`src/rtl/count_monitor.sv`:
```
// count_monitor: watches a 10-bit counter output and queues wrap-up, wrap-down
// and compare-match events with a 16-bit cycle timestamp in a 4-deep FIFO.
// Events that do not fit are dropped and tallied in a sticky flag and a
// saturating 8-bit counter.
module count_monitor (
  input  logic        clock,
  input  logic        reset,
  input  logic [9:0]  io_count,
  input  logic [9:0]  io_limit,
  input  logic [9:0]  io_cmp,
  input  logic        io_clr,
  output logic        io_evt_valid,
  input  logic        io_evt_ready,
  output logic [18:0] io_evt_bits,
  output logic        io_overflow,
  output logic [7:0]  io_drops,
  output logic [2:0]  io_level
);

  logic [9:0]  r_prev;
  logic        r_hv;
  logic [15:0] r_ts;
  logic [18:0] r_mem [0:3];
  logic [1:0]  r_wptr;
  logic [1:0]  r_rptr;
  logic [2:0]  r_level;
  logic        r_overflow;
  logic [7:0]  r_drops;

  logic w_change;
  logic w_wrap_up;
  logic w_wrap_dn;
  logic w_match;
  logic w_event;
  logic w_pop;
  logic w_push;
  logic w_drop;

  // Event detection against the previous sample, plus FIFO push/pop/drop decisions.
  always_comb begin
    w_change  = r_hv && (io_count != r_prev);
    w_wrap_up = w_change && (io_count == 10'd0) &&
                ((r_prev == io_limit) || (r_prev == 10'd1023));
    w_wrap_dn = w_change && (r_prev == 10'd0) && (io_count == 10'd1023);
    // First sample after reset/clear can match even without a change.
    w_match   = (io_count == io_cmp) && (w_change || !r_hv);
    w_event   = w_wrap_up || w_wrap_dn || w_match;
    w_pop     = (r_level != 3'd0) && io_evt_ready;
    // A clear discards any event seen in the same cycle without counting it as a drop.
    w_push    = w_event && !io_clr && ((r_level != 3'd4) || w_pop);
    w_drop    = w_event && !io_clr && !w_push;
  end

  // Sample history and free-running timestamp.
  always_ff @(posedge clock) begin
    if (reset) begin
      r_prev <= 10'd0;
      r_hv   <= 1'b0;
      r_ts   <= 16'd0;
    end else begin
      r_prev <= io_count;
      if (io_clr) begin
        r_hv <= 1'b0;
        r_ts <= 16'd0;
      end else begin
        r_hv <= 1'b1;
        r_ts <= r_ts + 16'd1;
      end
    end
  end

  // FIFO pointers, occupancy and overflow bookkeeping.
  always_ff @(posedge clock) begin
    if (reset || io_clr) begin
      r_wptr     <= 2'd0;
      r_rptr     <= 2'd0;
      r_level    <= 3'd0;
      r_overflow <= 1'b0;
      r_drops    <= 8'd0;
    end else begin
      if (w_push) r_wptr <= r_wptr + 2'd1;
      if (w_pop)  r_rptr <= r_rptr + 2'd1;
      r_level <= r_level + {2'b00, w_push} - {2'b00, w_pop};
      if (w_drop) begin
        r_overflow <= 1'b1;
        if (r_drops != 8'hFF) r_drops <= r_drops + 8'd1;
      end
    end
  end

  // Entry storage; contents are only visible through a valid head, so no reset needed.
  always_ff @(posedge clock) begin
    if (w_push) r_mem[r_wptr] <= {w_match, w_wrap_dn, w_wrap_up, r_ts};
  end

  assign io_evt_valid = (r_level != 3'd0);
  assign io_evt_bits  = io_evt_valid ? r_mem[r_rptr] : 19'd0;
  assign io_overflow  = r_overflow;
  assign io_drops     = r_drops;
  assign io_level     = r_level;

endmodule

```
`config.mk`:
```
export PLATFORM = sky130hd
export DESIGN_NAME = count_monitor
export DESIGN_NICKNAME = d
export VERILOG_FILES = /design/src/rtl/count_monitor.sv
export SDC_FILE = /design/constraint.sdc
export NUM_CORES = 1
export LEC_CHECK = 0
export BUFFER_PORTS_ARGS = -buffer_cell sky130_fd_sc_hd__buf_2
export CORE_MARGIN = 2
export CORE_UTILIZATION = 45
export DETAILED_ROUTE_END_ITERATION = 12
export PLACE_DENSITY = 0.65
export SETUP_SLACK_MARGIN = 0.5
export SLEW_MARGIN = 25
export SYNTH_ARGS = -nofsm -noshare
export SYNTH_HDL_FRONTEND = slang
export SYNTH_SLANG_ARGS = --single-unit
```
`constraint.sdc`:
```
create_clock -name clock -period 3.14 [get_ports clock]
set_clock_uncertainty 0.2 [all_clocks]
set_input_delay 0.471 -clock clock [delete_from_list [all_inputs] [get_ports clock]]
set_output_delay 0.471 -clock clock [all_outputs]
set_load 0.01 [all_outputs]
```
==> reports/qor.txt, run 1 <==
status - complete, no violations
cell family with most CP delay - simple AND/OR/NAND/NOR gates
Stages on worst setup path - 14
fraction of registers with async set or reset after synthesis - 0%
hold-fix buffers at CTS - 0
hold path start - io_count[0]
Hold Path Sink - r_prev[0]$_SDFF_PP0_
synthesis-stage register bit count - 121
fin crit period - 3.01 ns
mapped cell area - 5200 µm²
top-area cell type share of the netlist area - 43.9%
CTS Sinks - 121
Final #Nets - 524
Cells after Synth - 376
Avg Inst Size Synth - 13.8 µm²
Distinct cells, synth - 41
port bufs - 65
WHS - 0.159 ns
Reg2Reg Setup Slack - 0.13 ns
GRT overflow - 0
clk root buf - clkbuf_16
DP HPWL - 6630 µm
CP max FO - 4
area of the multi-input gates - 2030 µm²
CP Buf/Inv Count - 2
Final Hold Fails - 0
Post-Route WL - 10300 µm
die area - 12400 µm²
setup violators final - 0
Area Growth Syn to Fin - 29.2%
htree depth - 4
Critical Path RT - 3.21 ns
startpoint class of the critical path - register
ys flop type - edfxtp_1
R2R cell count - 14
critical setup path kind - register to register
Slew Limit Fails - 0
EDFF count, synth - 76
total power - 3.79 mW
Least-Margin Pin Slew - 0.512 ns
residual DRC count - 0
unrepaired setup endpoints after global routing - yes
largest vdd supply drop - 0.342 mV
Clock transition at path regs - 0.05 ns
hold path cells - 2
total global-route track usage - 17.4%
Pwr Density - 563 nW/µm²
pin count of the biggest net entering global routing - 26
initial antenna violation count - 0
Slew headroom - 65.8%
Routed WL per cell - 16.2 µm
drt first pass iters - 4
total CTS buffers - 17
Ant. Diodes - 0
Clk Latency, worst-skew pair - 0.40 ns
synth top area cells - edfxtp_1, dfxtp_1, mux4_2, xor2_1, xnor2_1
ANT nets after route - 0
die width - 112 µm
slowest CP cell - dfxtp_4
number of global-route vias before repair - 3377
worst r2r src - r_prev[7]$_SDFF_PP0_
most numerous cell in the Yosys netlist - edfxtp_1
fin crit share - 96.0%
critical path endpoint category - register
vias - 3323
via density per instance - 5.22
# fillers - 906
maximum capacitance violations - 0
row count - 39
area leader, netlist - edfxtp_1
GPL Wtd Cong - 0.816
Crit path largest cell delay - 0.37 ns
fin cells - 637
starting density of the core - 45.8%
Core ar. - 11400 µm²
Die Span Y - 112 µm
worst min path class - input pin to register
CTS tree - yes
global-route wire length before repair - 16900 µm
clock tree buffer depth - 2
CP Cell Sequence - nor4bb_4 > and4b_1 > nand4_1 > a22oi_2 > o21ba_4 > and2_4 > inv_2 > ha_4 > inv_2 > ha_4 > fa_2 > xnor2_2 > xnor2_1 > nor2_1
Reg-to-Reg End - io_level[2]$_SDFF_PP0_
Highest Clock Rate - 332 MHz
leading cell types by count after synthesis - edfxtp_1, dfxtp_1, xor2_1
Synth Net Count - 419
io pins - 66
crit path DAT - 3.09 ns
Seq. cell area - 3200 µm²
drt initial violations - 177
# placed instances - 596
layout cells sized above 1 - 37.0%
total number of yosys warnings - 0
share of the yosys chip area belonging to registers - 61.2%
leakage power - 2.57 nW
[metal layers]
layer  global-route usage, %  share of wire (%)
met4                    4.86                1.1
met5                       0                  0
met3                    5.55                3.2
met1                    22.6                 46
met2                    28.5                 50
[registers in the layout, summed over array words and instances, names as in the netlist, named ones only]
name         flops
r_rptr           2
io_level         3
r_prev          10
r_hv             1
io_overflow      1
r_mem           76
r_ts            16
r_wptr           2
io_drops         8
[worst reg2reg max path: stages (launching register included)]
cell and delay [ns]:
dfxtp_4 0.37, nor4bb_4 0.28, and4b_1 0.22, nand4_1 0.15, a22oi_2 0.21, o21ba_4 0.15
and2_4 0.14, inv_2 0.04, ha_4 0.25, inv_2 0.03, ha_4 0.14, fa_2 0.35
xnor2_2 0.16, xnor2_1 0.14, nor2_1 0.05
[cell usage in the layout, fill, tap and decap left out, types with 5 or more instances in the layout]
cell	count
ha_1	6
nand4_1	11
and2_1	22
dfxtp_1	39
xnor2_1	17
mux2i_1	6
buf_2	65
clkbuf_16	17
nand2_1	15
inv_1	7
edfxtp_1	76
mux4_2	19
buf_4	27
buf_12	5
nor2b_1	10
nand3_1	13
dfxtp_4	5
or3_1	5
and3_1	9
xor2_1	27
nor2_1	25
[final cells by class]
| type | instances | area share (%) |
|---|---|---|
| inverter | 9 | 0.503 |
| tap | 143 | 2.66 |
| timing repair buffer | 100 | 9.85 |
| clock inverter | 11 | 2.16 |
| clock buffer | 21 | 7.00 |
| sequential | 121 | 47.6 |
| multi-input combinational | 232 | 30.2 |
[kinds of logic (layout without fill, tap and decap cells)]
logic type / Yosys count / in the layout / share of synthesized area [%]
buffers and inverters: 23 / 141 / 2.07
XOR/XNOR: 47 / 47 / 7.91
adder cells (fa/ha/maj): 9 / 9 / 2.31
flip-flops: 121 / 121 / 61.2
multiplexers: 25 / 25 / 9.38
AND/OR/NAND/NOR: 137 / 137 / 15.4
AO/OA/AOI/OAI: 14 / 14 / 1.78
[through the flow]
step / TNS (ns) / utilization (%) / setup slack [ns] / instance area [µm²]
global placement: -0.158 / 52.0 / -0.137 / 5910
global route: -0.00601 / 59.1 / -0.00601 / 6720
floorplan: 0 / - / 0.0408 / 5220
finish: 0 / 59.1 / 0.126 / 6720
CTS: 0 / 58.2 / 0.0812 / 6620
detailed placement: -0.279 / 52.0 / -0.230 / 5910
[report_power, final]
group          switching (mW)  total, mW  internal [mW]
clock network           0.659       1.97           1.31
registers              0.0108       1.69           1.68
logic                  0.0614      0.128         0.0667
total                   0.731       3.79           3.05
[worst max path at each step]
stage,start,to
after CTS,r_prev[2]$_SDFF_PP0_,io_level[2]$_SDFF_PP0_
after floorplan,io_count[0],io_level[2]$_SDFF_PP0_
after global placement,io_count[0],io_level[2]$_SDFF_PP0_
final,r_prev[7]$_SDFF_PP0_,io_level[2]$_SDFF_PP0_
after global routing,r_prev[7]$_SDFF_PP0_,io_level[2]$_SDFF_PP0_
after detailed placement,io_count[0],io_level[2]$_SDFF_PP0_
[what timing repair did]
action | CTS | global route
buffers inserted | 6 | 3
setup endpoints to repair | 32 | 73
pin swaps | 11 | 8
gates resized for setup | 12 | 17
(Power assumes the default switching activity.)
==> inputs of run 2 (changes only) <==
Settings changed: ABC_AREA from default to 1, CORE_UTILIZATION 45 to 50, PLACE_DENSITY 0.65 to 0.71.
==> reports/qor.txt, run 2 <==
layout cells sized above 1 - 25.0%
leakage power - 2.82 nW
die area - 11900 µm²
fin crit share - 85.7%
htree depth - 4
unrepaired setup endpoints after global routing - yes
fin crit period - 2.69 ns
Most flops, register - r_mem
Setup crit start - r_prev[7]$_SDFF_PP0_
max reg flops - 76
GPL Wtd Cong - 0.841
io pins - 66
slowest CP cell - fa_2
row count - 38
Top Registers - r_mem (76), r_ts (16), r_prev (10)
CP max FO - 4
total number of yosys warnings - 0
Distinct cells, synth - 34
most numerous cell in the Yosys netlist - nor2_1
initial antenna violation count - 0
drt initial violations - 266
Slew Limit Fails - 0
Stages on worst setup path - 17
drt first pass iters - 5
CTS Sinks - 121
Sw Share - 19.2%
TNS Setup - 0 ns
Final WS setup - 0.448 ns
synth top area cells - edfxtp_1, dfxtp_1, nor2_1, nand2_1, o21ai_0
Clock transition at path regs - 0.06 ns
largest vdd supply drop - 0.327 mV
total global-route track usage - 22.6%
mapped cell area - 5500 µm²
Post-Route WL - 12200 µm
share of the yosys chip area belonging to registers - 57.9%
pin count of the biggest net entering global routing - 39
EDFF count, synth - 76
ys flop type - edfxtp_1
Least-Margin Pin Slew - 0.572 ns
port bufs - 65
Worst Setup EP - io_level[1]$_SDFF_PP0_
maximum capacitance violations - 0
Comb pwr share - 3.3%
global-route wire length before repair - 20100 µm
residual DRC count - 0
number of global-route vias before repair - 4324
commonest cells after routing, fill and taps aside - nor2_1, nand2_1, edfxtp_1
vias - 4395
Cells after Synth - 612
Critical Path RT - 3.38 ns
worst r2r src - r_prev[7]$_SDFF_PP0_
via density per instance - 5.13
leading cell types by count after synthesis - nor2_1, nand2_1, edfxtp_1
total CTS buffers - 17
ANT nets after route - 0
Pwr Density - 548 nW/µm²
CP Cell Sequence - inv_2 > nand2_1 > nand2_1 > nor2_2 > nand3_2 > nor2_2 > nor2_2 > nor2_4 > nor2_4 > nor2_4 > nand2_8 > ha_4 > inv_2 > ha_4 > fa_2 > inv_1 > nor2_1
critical path endpoint category - register
CTS tree - yes
Highest Clock Rate - 372 MHz
synthesis-stage register bit count - 121
top-area cell type share of the netlist area - 41.5%
Area Growth Syn to Fin - 25.6%
Reg2Reg Setup Slack - 0.45 ns
clock tree buffer depth - 2
# fillers - 888
Avg Inst Size Synth - 8.98 µm²
setup violators final - 0
internal power - 3.06 mW
GRT overflow - 0
critical setup path kind - register to register
instance area at placement - 6110 µm²
Slew headroom - 61.6%
status - complete, no violations
worst min path class - input pin to register
Final #Nets - 747
Final Hold Fails - 0
Ant. Diodes - 0
Reg-to-Reg End - io_level[1]$_SDFF_PP0_
DP HPWL - 7890 µm
Routed WL per cell - 14.2 µm
Synth Net Count - 655
leading cell type in the layout, fill and taps excluded - nor2_1
R2R cell count - 17
Crit path largest cell delay - 0.51 ns
startpoint class of the critical path - register
final instance area - 6900 µm²
crit path DAT - 2.93 ns
WHS - 0.0212 ns
Clk Latency, worst-skew pair - 0.52 ns
CP Buf/Inv Count - 3
Place WS - 0.0923 ns
Core ar. - 10800 µm²
Psw - 728 µW
Die Span Y - 109 µm
sequential share of power - 44.8%
clock group share of total power - 51.9%
area leader, netlist - edfxtp_1
die width - 109 µm
starting density of the core - 50.9%
fraction of registers with async set or reset after synthesis - 0%
cell family with most CP delay - simple AND/OR/NAND/NOR gates
clk root buf - clkbuf_8
## run 2: layer usage
metal | vias up | wire, µm | track usage [%] | part of all wire [%]
met5 | - | 0 | 0 | 0
met2 | 111 | 6310 | 40.2 | 52
met1 | 2062 | 5070 | 26.1 | 42
met4 | 0 | 221 | 8.15 | 1.8
met3 | 22 | 565 | 5.86 | 4.6
li1 | 2200 | - | - | -
## run 2: power by group through the flow
stage	clock, mW	sequential [mW]	combinational, mW
global placement	0	1.73	0.111
CTS	1.99	1.69	0.120
finish	1.96	1.69	0.125
global route	2.07	1.70	0.142
floorplan	0	1.72	0.0663
detailed placement	0	1.73	0.114
## run 2: cell type report
cell class | count | area [µm²] | share of cell area [%]
clock buffers | 23 | 457 | 6.61
clock inverters | 9 | 146 | 2.12
inverters | 77 | 319 | 4.62
multi-input cells | 397 | 2050 | 29.8
flip-flops and latches | 121 | 3200 | 46.4
well taps | 140 | 175 | 2.54
repair buffers | 89 | 541 | 7.83
repair inverters | 1 | 7.51 | 0.109
## run 2: how the worst min path moves through the flow
stage	startpoint	end	slack [ns]	cells after the start
final	io_count[5]	r_prev[5]$_SDFF_PP0_	0.02	3
after global routing	io_count[7]	r_prev[7]$_SDFF_PP0_	0.03	3
after CTS	io_count[4]	r_prev[4]$_SDFF_PP0_	0.002	3
after detailed placement	io_overflow$_SDFFE_PP0P_	io_overflow$_SDFFE_PP0P_	0.26	1
after global placement	io_overflow$_SDFFE_PP0P_	io_overflow$_SDFFE_PP0P_	0.24	1
after floorplan	r_rptr[1]$_SDFFE_PP0P_	register	0.24	2
## run 2: tightest hold or removal path: cells and delay by family
kind / cells / cell delay (ns)
buf+inv: 2 / 0.19
simple gates: 1 / 0.04
## run 2: timing repair
item / CTS / global route
gates cloned: 1 / 0
hold buffers: 4 / 0
buffers inserted: 3 / 2
endpoints found under the hold margin: 4 / 0
resized for setup: 15 / 23
pin swaps: 11 / 18
endpoints found under the setup margin: 21 / 72
## run 2: cell families after synthesis
family	share of synthesized area [%]
buffers and inverters	6.44
AO/OA/AOI/OAI	8.85
adder cells (fa/ha/maj)	2.18
AND/OR/NAND/NOR	22.4
XOR/XNOR	2.23
flip-flops	57.9
## run 2: per-stage QoR
| step | std cells | util, % | power [mW] |
|---|---|---|---|
| finish | 857 | 64.0 | 3.78 |
| global route | 857 | 64.0 | 3.90 |
| CTS | 855 | 63.3 | 3.80 |
| detailed placement | 815 | 56.6 | 1.84 |
| global placement | 815 | 56.6 | 1.84 |
| floorplan | 612 | - | 1.79 |
==> inputs of run 3 (changes only) <==
Settings changed: PLACE_DENSITY 0.71 to 0.81.
==> reports/qor.txt, run 3 (synthesis gave the netlist of run 2 again) <==
status - complete, no violations
Highest Clock Rate - 356 MHz
Most flops, register - r_mem
leakage power - 2.89 nW
number of global-route vias before repair - 4385
hold-fix buffers at CTS - 0
hold path cells - 3
total CTS buffers - 17
hold path start - io_count[2]
DP HPWL - 7980 µm
startpoint class of the critical path - register
Area Growth Syn to Fin - 27.9%
maximum capacitance violations - 0
Top Registers - r_mem (76), r_ts (16), r_prev (10)
row count - 38
worst r2r src - r_prev[3]$_SDFF_PP0_
Psw - 860 µW
global-route wire length before repair - 20400 µm
GPL Wtd Cong - 0.845
sequential share of power - 44.1%
setup violators final - 0
fin crit share - 89.6%
Post-Route WL - 13300 µm
Hold Path Sink - r_prev[2]$_SDFF_PP0_
drt initial violations - 276
R2R cell count - 17
io pins - 66
Die Span Y - 109 µm
CTS tree - yes
total power - 3.84 mW
Comb pwr share - 3.6%
port bufs - 65
area of the multi-input gates - 2090 µm²
slowest CP cell - fa_2
Slew Limit Fails - 0
starting density of the core - 50.9%
worst min path class - input pin to register
Least-Margin Pin Slew - 0.624 ns
leading cell type in the layout, fill and taps excluded - nor2_1
largest vdd supply drop - 0.406 mV
layout cells sized above 1 - 27.9%
Reg2Reg Setup Slack - 0.33 ns
Crit path largest cell delay - 0.52 ns
drt first pass iters - 5
Clk Latency, worst-skew pair - 0.52 ns
Sw Share - 22.4%
critical setup path kind - register to register
CP dominant cell by count - nor2_4
Routed WL per cell - 15.4 µm
WHS - 0.0101 ns
TNS Setup - 0 ns
internal power - 2.98 mW
initial antenna violation count - 0
CP max FO - 3
total global-route track usage - 22.5%
Reg-to-Reg End - io_level[1]$_SDFF_PP0_
# fillers - 803
Final #Nets - 757
via density per instance - 5.33
Critical Path RT - 3.38 ns
Seq. cell area - 3200 µm²
Slew headroom - 58.2%
fin crit period - 2.81 ns
Final Hold Fails - 0
max reg flops - 76
instance area at placement - 6120 µm²
unrepaired setup endpoints after global routing - yes
Pwr Density - 545 nW/µm²
final instance area - 7030 µm²
crit path DAT - 3.05 ns
CTS Sinks - 121
pin count of the biggest net entering global routing - 39
critical path endpoint category - register
Ant. Diodes - 0
clk root buf - clkbuf_8
die width - 109 µm
GRT overflow - 0
CP Cell Sequence - buf_4 > inv_1 > nand2_1 > nand4_1 > nor2_2 > nand2_2 > nand3_2 > nor2_4 > nor2_4 > nor2_4 > nand2_8 > ha_4 > inv_2 > ha_4 > fa_2 > inv_2 > nor2_1
Core ar. - 10800 µm²
htree depth - 4
Clock transition at path regs - 0.06 ns
residual DRC count - 0
die area - 11900 µm²
commonest cells after routing, fill and taps aside - nor2_1, edfxtp_1, nand2_1
vias - 4623
clock tree buffer depth - 2
ANT nets after route - 0
clock group share of total power - 52.3%
## run 3: cell count changes in the layout (fill, tap and decap cells not counted), sizes merged
cell,previous run,this run
clkbuf,23,17
clkinvlp,3,2
inv,74,85
bufinv,4,3
dlygate4sd3,4,0
clkinv,6,2
buf,85,100
## run 3: final cells by class
class | instances | area share, %
timing repair buffer | 100 | 9.07
clock buffer | 17 | 5.89
multi-input combinational | 397 | 29.7
sequential | 121 | 45.5
inverter | 77 | 4.52
tap | 140 | 2.49
clock inverter | 15 | 2.83
## run 3: timing repair
item                                    4_1_cts  5_1_grt
endpoints found under the setup margin        3       54
pin swaps                                    10       25
setup buffers                                 9       10
resized for setup                            10       44
## run 3: worst max-delay path by stage
stage / endpoint / from / depth (start not counted)
4_1_cts: io_level[1]$_SDFF_PP0_ / r_prev[9]$_SDFF_PP0_ / 17
3_5_place_dp: io_level[1]$_SDFF_PP0_ / io_count[0] / 15
2_1_floorplan: r_mem[0][0]$_DFFE_PP_ / io_count[0] / 9
6_report: io_level[1]$_SDFF_PP0_ / r_prev[3]$_SDFF_PP0_ / 17
5_1_grt: io_level[1]$_SDFF_PP0_ / r_prev[3]$_SDFF_PP0_ / 17
3_3_place_gp: io_level[1]$_SDFF_PP0_ / io_count[0] / 18
## run 3: routing by layer
layer	up-vias	global-route usage, %	wire [µm]
li1	2235	-	-
met1	2160	26.7	5280
met2	195	40.0	6880
met3	33	4.78	899
met4	0	8.15	279
met5	-	0	0
## run 3: critical path, delay by kind of cell, from the launching register on
kind                       cells  cell delay (ns)
buffers and inverters          4             0.26
DFF                            1             0.34
adders and majority gates      3             0.92
and+or+nand+nor               10             1.01
## run 3: power by group through the flow
stage | Clock (mW) | Combinational [mW] | Sequential, mW
2_1_floorplan | 0 | 0.0663 | 1.72
3_3_place_gp | 0 | 0.110 | 1.73
6_report | 2.01 | 0.137 | 1.69
5_1_grt | 2.10 | 0.152 | 1.69
4_1_cts | 2.02 | 0.118 | 1.69
3_5_place_dp | 0 | 0.113 | 1.73
## run 3: stage by stage
stage | utilization, % | setup WS (ns) | instances
floorplan | - | 0.261 | 612
global placement | 56.7 | 0.153 | 816
detailed placement | 56.7 | 0.119 | 816
CTS | 63.2 | 0.463 | 857
global route | 65.2 | 0.241 | 867
finish | 65.2 | 0.328 | 867
